**config.mk**
```make
export PLATFORM = sky130hd
export DESIGN_NAME = memory_stage
export DESIGN_NICKNAME = d
export VERILOG_FILES = /design/src/rtl/memory_stage.sv
export SDC_FILE = /design/constraint.sdc
export NUM_CORES = 1
export LEC_CHECK = 0
export ABC_AREA = 1
export BUFFER_PORTS_ARGS = -buffer_cell sky130_fd_sc_hd__buf_2
export CAP_MARGIN = 25
export CORE_MARGIN = 2
export CORE_UTILIZATION = 24
export CTS_CLUSTER_DIAMETER = 150
export CTS_CLUSTER_SIZE = 10
export DETAILED_ROUTE_END_ITERATION = 7
export SLEW_MARGIN = 20
export SYNTH_ARGS = -nofsm -noshare
export SYNTH_HDL_FRONTEND = slang
export SYNTH_SLANG_ARGS = --single-unit
```
**constraint.sdc**
```tcl
create_clock -name clock -period 2.65 [get_ports clock]
set_clock_uncertainty 0.2 [all_clocks]
set_input_delay 0.3975 -clock clock [delete_from_list [all_inputs] [get_ports clock]]
set_output_delay 0.3975 -clock clock [all_outputs]
set_load 0.05 [all_outputs]
```
**src/rtl/memory_stage.sv**
```systemverilog
// ---------------------------------------------------------------------------
// memory_stage
//
// Memory-access stage of the five-stage pipeline. Takes the EX/MEM register
// outputs (m_*), runs load/store transactions on the data-memory bus with a
// req/ack handshake, steers byte lanes in both directions, flags misaligned
// word accesses, and holds the EX/MEM register through m_stall while a bus
// access is outstanding. Ends in the MEM/WB pipeline register (w_*).
//
// Ports
//   clock, reset       : single clock, synchronous active-high reset
//   m_dst_reg          : destination register index from EX/MEM
//   m_mem_read         : instruction is a load
//   m_mem_write        : instruction is a store
//   m_mem_byte         : byte access (0 = word access)
//   m_reg_write        : instruction writes the register file
//   m_mem_to_reg       : writeback source, 1 = load data, 0 = ALU result
//   m_mem_write_data   : store data
//   m_alu_result       : effective address, or ALU result for writeback
//   w_stall            : writeback stage is stalled
//   m_stall            : hold the EX/MEM register
//   dmem_req/we/addr/wdata/be : data-memory request side
//   dmem_ack, dmem_rdata      : data-memory response (rdata valid with ack)
//   w_dst_reg, w_reg_write, w_write_data, w_fault : MEM/WB register outputs
// ---------------------------------------------------------------------------
module memory_stage (
    input  logic        clock,
    input  logic        reset,

    input  logic [4:0]  m_dst_reg,
    input  logic        m_mem_read,
    input  logic        m_mem_write,
    input  logic        m_mem_byte,
    input  logic        m_reg_write,
    input  logic        m_mem_to_reg,
    input  logic [31:0] m_mem_write_data,
    input  logic [31:0] m_alu_result,
    input  logic        w_stall,
    output logic        m_stall,

    output logic        dmem_req,
    output logic        dmem_we,
    output logic [31:0] dmem_addr,
    output logic [31:0] dmem_wdata,
    output logic [3:0]  dmem_be,
    input  logic        dmem_ack,
    input  logic [31:0] dmem_rdata,

    output logic [4:0]  w_dst_reg,
    output logic        w_reg_write,
    output logic [31:0] w_write_data,
    output logic        w_fault
);

    typedef enum logic [1:0] {
        IDLE   = 2'd0,
        ACCESS = 2'd1,
        DONE   = 2'd2
    } state_t;

    state_t      state_q;
    logic [31:0] load_buf_q;

    logic [4:0]  w_dst_reg_q;
    logic        w_reg_write_q;
    logic [31:0] w_write_data_q;
    logic        w_fault_q;

    logic [4:0]  w_dst_reg_d;
    logic        w_reg_write_d;
    logic [31:0] w_write_data_d;
    logic        w_fault_d;

    logic        access;
    logic        misaligned;
    logic        start;
    logic [3:0]  be_raw;
    logic [31:0] load_data;
    logic [31:0] result;

    // -----------------------------------------------------------------------
    // Instruction classification
    // -----------------------------------------------------------------------
    assign access     = m_mem_read | m_mem_write;
    // Byte accesses can never be misaligned; only word accesses are checked.
    assign misaligned = access & ~m_mem_byte & (m_alu_result[1:0] != 2'b00);
    assign start      = access & ~misaligned;

    // Stall covers the IDLE cycle that launches an access and every cycle
    // spent waiting for the ack. DONE is the completion cycle and only
    // stalls when writeback itself is stalled.
    assign m_stall = w_stall
                   | ((state_q == IDLE) & start)
                   | (state_q == ACCESS);

    // -----------------------------------------------------------------------
    // Bus request side (combinational from state and the held m_* inputs)
    // -----------------------------------------------------------------------
    assign dmem_req  = (state_q == ACCESS);
    assign dmem_we   = dmem_req & m_mem_write;
    assign dmem_addr = {m_alu_result[31:2], 2'b00};

    always_comb begin
        if (m_mem_byte) begin
            be_raw     = 4'b0001 << m_alu_result[1:0];
            // Replicate the byte on every lane; byte enables pick the one used.
            dmem_wdata = {4{m_mem_write_data[7:0]}};
        end else begin
            be_raw     = 4'b1111;
            dmem_wdata = m_mem_write_data;
        end
    end

    // Byte enables are suppressed whenever no request is on the bus so an
    // idle bus never shows a partial write strobe.
    assign dmem_be = dmem_req ? be_raw : 4'b0000;

    // -----------------------------------------------------------------------
    // Load steering (little-endian lane select, zero-extended)
    // -----------------------------------------------------------------------
    always_comb begin
        load_data = dmem_rdata;
        if (m_mem_byte) begin
            case (m_alu_result[1:0])
                2'd0:    load_data = {24'd0, dmem_rdata[7:0]};
                2'd1:    load_data = {24'd0, dmem_rdata[15:8]};
                2'd2:    load_data = {24'd0, dmem_rdata[23:16]};
                default: load_data = {24'd0, dmem_rdata[31:24]};
            endcase
        end
    end

    // Writeback data source. In DONE the buffered load data is presented;
    // for a misaligned load the buffer still holds an older value, but the
    // register write is suppressed so it is never committed.
    assign result = m_mem_to_reg ? load_buf_q : m_alu_result;

    // -----------------------------------------------------------------------
    // Access FSM and load buffer
    // -----------------------------------------------------------------------
    always_ff @(posedge clock) begin
        if (reset) begin
            state_q    <= IDLE;
            load_buf_q <= 32'd0;
        end else begin
            case (state_q)
                IDLE: begin
                    // Acks seen here belong to no request and are ignored.
                    if (start) begin
                        state_q <= ACCESS;
                    end
                end
                ACCESS: begin
                    if (dmem_ack) begin
                        state_q    <= DONE;
                        load_buf_q <= load_data;
                    end
                end
                DONE: begin
                    // Parked here while writeback is stalled; the buffer is
                    // held and the bus is not re-issued.
                    if (!w_stall) begin
                        state_q <= IDLE;
                    end
                end
                default: begin
                    state_q <= IDLE;
                end
            endcase
        end
    end

    // -----------------------------------------------------------------------
    // MEM/WB register next state
    // -----------------------------------------------------------------------
    always_comb begin
        if (m_stall) begin
            // Bubble: the instruction in MEM has not completed yet.
            w_dst_reg_d    = 5'd0;
            w_reg_write_d  = 1'b0;
            w_write_data_d = 32'd0;
            w_fault_d      = 1'b0;
        end else begin
            w_dst_reg_d    = m_dst_reg;
            w_reg_write_d  = m_reg_write & ~misaligned;
            w_write_data_d = result;
            w_fault_d      = misaligned;
        end
    end

    always_ff @(posedge clock) begin
        if (reset) begin
            w_dst_reg_q    <= 5'd0;
            w_reg_write_q  <= 1'b0;
            w_write_data_q <= 32'd0;
            w_fault_q      <= 1'b0;
        end else if (!w_stall) begin
            w_dst_reg_q    <= w_dst_reg_d;
            w_reg_write_q  <= w_reg_write_d;
            w_write_data_q <= w_write_data_d;
            w_fault_q      <= w_fault_d;
        end
    end

    assign w_dst_reg    = w_dst_reg_q;
    assign w_reg_write  = w_reg_write_q;
    assign w_write_data = w_write_data_q;
    assign w_fault      = w_fault_q;

endmodule

```
==> flow_metrics.env <==
export IMPL_vias_in_the_first_global_route=4249
export IMPL_detailed_place_area_um2=4897
export IMPL_routed_wirelength_mm=14.52
export IMPL_final_report_hold_violation_count=0
export IMPL_clock_power_share_pct=38.4
export IMPL_core_um2=16000
export IMPL_synth_cell_types=19
export IMPL_io_pins=220
export IMPL_gr_total_overflow=0
export IMPL_final_cell_area_um2=5213
export IMPL_yosys_area_top_type_share_pct=36.86
export IMPL_post_cts_setup_bufs=0
export IMPL_startpoint_type="input port"
export IMPL_post_cts_resized_instances=0
export IMPL_timing_critical_path_fanout_max=12
export IMPL_post_synth_most_frequent_cells="sky130_fd_sc_hd__nand2_1 (183), sky130_fd_sc_hd__a21oi_1 (83), sky130_fd_sc_hd__nand3_1 (79), sky130_fd_sc_hd__dfxtp_1 (73), sky130_fd_sc_hd__buf_4 (47)"
export IMPL_vias=4440
export IMPL_cts_htree_levels=3
export IMPL_route_met2_wl_mm=6.972
export IMPL_synth_area_leaders="sky130_fd_sc_hd__dfxtp_1 (37%), sky130_fd_sc_hd__nand2_1 (17%), sky130_fd_sc_hd__a21oi_1 (10%), sky130_fd_sc_hd__nand3_1 (10%), sky130_fd_sc_hd__buf_4 (8.9%)"
export IMPL_run_status="complete, no violations"
export IMPL_final_fill_count=1803
export IMPL_power_share_sequential_pct=35.8
export IMPL_postCtsHoldBufs=0
export IMPL_postSynthAreaPerCell_um2=6.511
export IMPL_power_leakage_nw=2.507
export IMPL_gpl_final_weighted_congestion=0.8138
export IMPL_clock_sinks=73
export IMPL_number_of_antenna_violations_at_the_first_check_in_global_routing=6
export IMPL_viasPerCell=4.494
export IMPL_die_height_um=132.5
export IMPL_maximum_vdd_drop_uv=236.5
export IMPL_synth_seq_cells=73
export IMPL_place_hpwl_mm=10.90
export IMPL_arrival_ps=1580
export IMPL_fin_tns_setup_ps=0
export IMPL_cts_tree="built"
export IMPL_clk_pin_slew_worst_paths_ps=60
export IMPL_ctsLongestPathBuffers=2
export IMPL_port_buffers=217
export IMPL_drt_pass1_iter_count=6
export IMPL_routed_wire_length_per_instance_um=14.69
export IMPL_layout_worst_path_cycle_share_pct=82.29
export IMPL_synth_edff_count=0
export IMPL_p_int_mw=2.102
export IMPL_floorplan_rows=46
export IMPL_power_frac_comb_pct=25.8
export IMPL_layout_min_cycle_time_ps=2181
export IMPL_synth_yosys_warnings=0
export IMPL_met3_length_mm=1.247
export IMPL_final_setup_viol_count=0
export IMPL_first_iter_violations=218
export IMPL_finalNetCount=873
export IMPL_hold_path_class="in2reg"
export IMPL_synthDominantAreaCellType="sky130_fd_sc_hd__dfxtp_1"
export IMPL_cell_with_the_most_instances_after_synthesis="sky130_fd_sc_hd__nand2_1"
export IMPL_remaining_drc_errors=0
export IMPL_multi_input_area_um2=1838
export IMPL_die_w_um=132.5
export IMPL_total_switching_power_mw=1.139
export IMPL_clock_tree_root_cell="sky130_fd_sc_hd__clkbuf_16"
export IMPL_total_die_area_um2=17570
export IMPL_slew_violations=0
export IMPL_wl_met1_mm=6.013
export IMPL_max_slew_worst_pin_slew_ps=572.5
export IMPL_post_synth_inst_count=609
export IMPL_pin_count_of_the_biggest_net_entering_global_routing=42
export IMPL_initial_utilization_pct=24.78
export IMPL_maxClockFrequency_mhz=458.6
export IMPL_power_per_cell_area_nw_per_um2=621.8
export IMPL_max_cap_violations=0
export IMPL_synth_main_ff_cell="sky130_fd_sc_hd__dfxtp_1"
export IMPL_switching_share_pct=35.15
export IMPL_track_usage_pct=16.09
export IMPL_remaining_max_slew_budget_at_the_tightest_pin_pct=61.78
export IMPL_cts_made_buffers=9
export IMPL_async_flop_share_pct=0
export IMPL_crit_required_ps=2050
export IMPL_synth_seq_area_share_pct=36.86
export IMPL_route_antenna_remaining_nets=0
export IMPL_rsz0062_at_grt="no"
export IMPL_timing_setup_critical_path_class="in2out"
export IMPL_ff_latch_area_um2=1461
export IMPL_post_route_cells_drive_above_1_share_pct=32.55
export IMPL_synthToLayoutAreaGrowth_pct=31.46
export IMPL_synth_area_um2=3965
export IMPL_endpoint_type_of_the_worst_setup_path="primary output"
export IMPL_worstSkewPairLatency_ps=330
export IMPL_highest_layer="met5"
export IMPL_grt_pass1_wl_mm=22.14
[routing by layer]
layer / vias up / global-route usage [%]
li1: 2250 / -
met2: 191 / 27.81
met5: - / 0
met3: 26 / 5.096
met1: 1971 / 18.67
met4: 2 / 5.795
[cell usage in the layout, fill, tap and decap left out, types with 2 or more instances in the layout]
| master | n |
|---|---|
| sky130_fd_sc_hd__buf_4 | 9 |
| sky130_fd_sc_hd__nand4_1 | 8 |
| sky130_fd_sc_hd__o21ai_0 | 36 |
| sky130_fd_sc_hd__o21ai_1 | 4 |
| sky130_fd_sc_hd__clkinvlp_4 | 3 |
| sky130_fd_sc_hd__inv_1 | 39 |
| sky130_fd_sc_hd__conb_1 | 2 |
| sky130_fd_sc_hd__nand2_1 | 183 |
| sky130_fd_sc_hd__nor2_1 | 11 |
| sky130_fd_sc_hd__a21oi_1 | 83 |
| sky130_fd_sc_hd__nand2_2 | 2 |
| sky130_fd_sc_hd__clkbuf_16 | 9 |
| sky130_fd_sc_hd__dfxtp_1 | 73 |
| sky130_fd_sc_hd__nand3_1 | 79 |
| sky130_fd_sc_hd__diode_2 | 4 |
| sky130_fd_sc_hd__inv_2 | 2 |
| sky130_fd_sc_hd__buf_2 | 217 |
| sky130_fd_sc_hd__nor2_4 | 2 |
[logic make-up after synthesis]
family | count (synthesis) | synth area share, %
DFF | 73 | 36.86
and+or+nand+nor | 286 | 30.51
buffers and inverters | 126 | 17.01
other | 1 | 0.09458
AOI/OAI and AO/OA | 123 | 15.53
[path summary, 6_finish.rpt]
kind / start / endpoint / slack (ps) / cells after the start
hold reg to reg: w_dst_reg[1] / w_dst_reg[1] / 250 / 2
setup / recovery: m_alu_result[1] / dmem_be[2] / 470 / 6
hold / removal: m_dst_reg[0] / w_dst_reg[0] / 130 / 3
setup reg to reg: state_q[0] / load_buf_q[23] / 920 / 6
[critical path: stages]
cell                     delay (ps)
sky130_fd_sc_hd__buf_2          190
sky130_fd_sc_hd__inv_1          230
sky130_fd_sc_hd__nor2_2         320
sky130_fd_sc_hd__nor2_1          70
sky130_fd_sc_hd__nor2_1          90
sky130_fd_sc_hd__buf_2          280
[power by group through the flow]
stage | Combinational (mW) | Clock, mW | Sequential (mW)
floorplan | 0.550 | 0 | 1.26
global placement | 0.840 | 0 | 1.18
detailed placement | 0.841 | 0 | 1.18
CTS | 0.843 | 1.29 | 1.16
global route | 0.900 | 1.33 | 1.16
finish | 0.836 | 1.25 | 1.16
[per-stage QoR]
stage | power [mW] | utilization (%) | hold WS [ps] | setup WS [ps] | cells
3_5_place_dp | 2.026 | 30.61 | 244.6 | 461.4 | 968
5_1_grt | 3.397 | 32.56 | 133.4 | 307.5 | 987
6_report | 3.241 | 32.58 | 128.9 | 469.4 | 988
3_3_place_gp | 2.023 | 30.61 | 242.0 | 472.6 | 968
4_1_cts | 3.291 | 32.51 | 115.9 | 451.7 | 984
2_1_floorplan | 1.813 | - | 244.7 | 421.8 | 610
[cell type report]
class | instances | share of cell area [%]
antenna | 4 | 0.1920
clock buffer | 10 | 4.585
clock inverter | 6 | 1.272
inverter | 41 | 2.952
multi-input combinational | 411 | 35.26
sequential | 73 | 28.04
tap | 216 | 5.185
timing repair buffer | 227 | 22.52
Power figures use the tool's default switching activity.
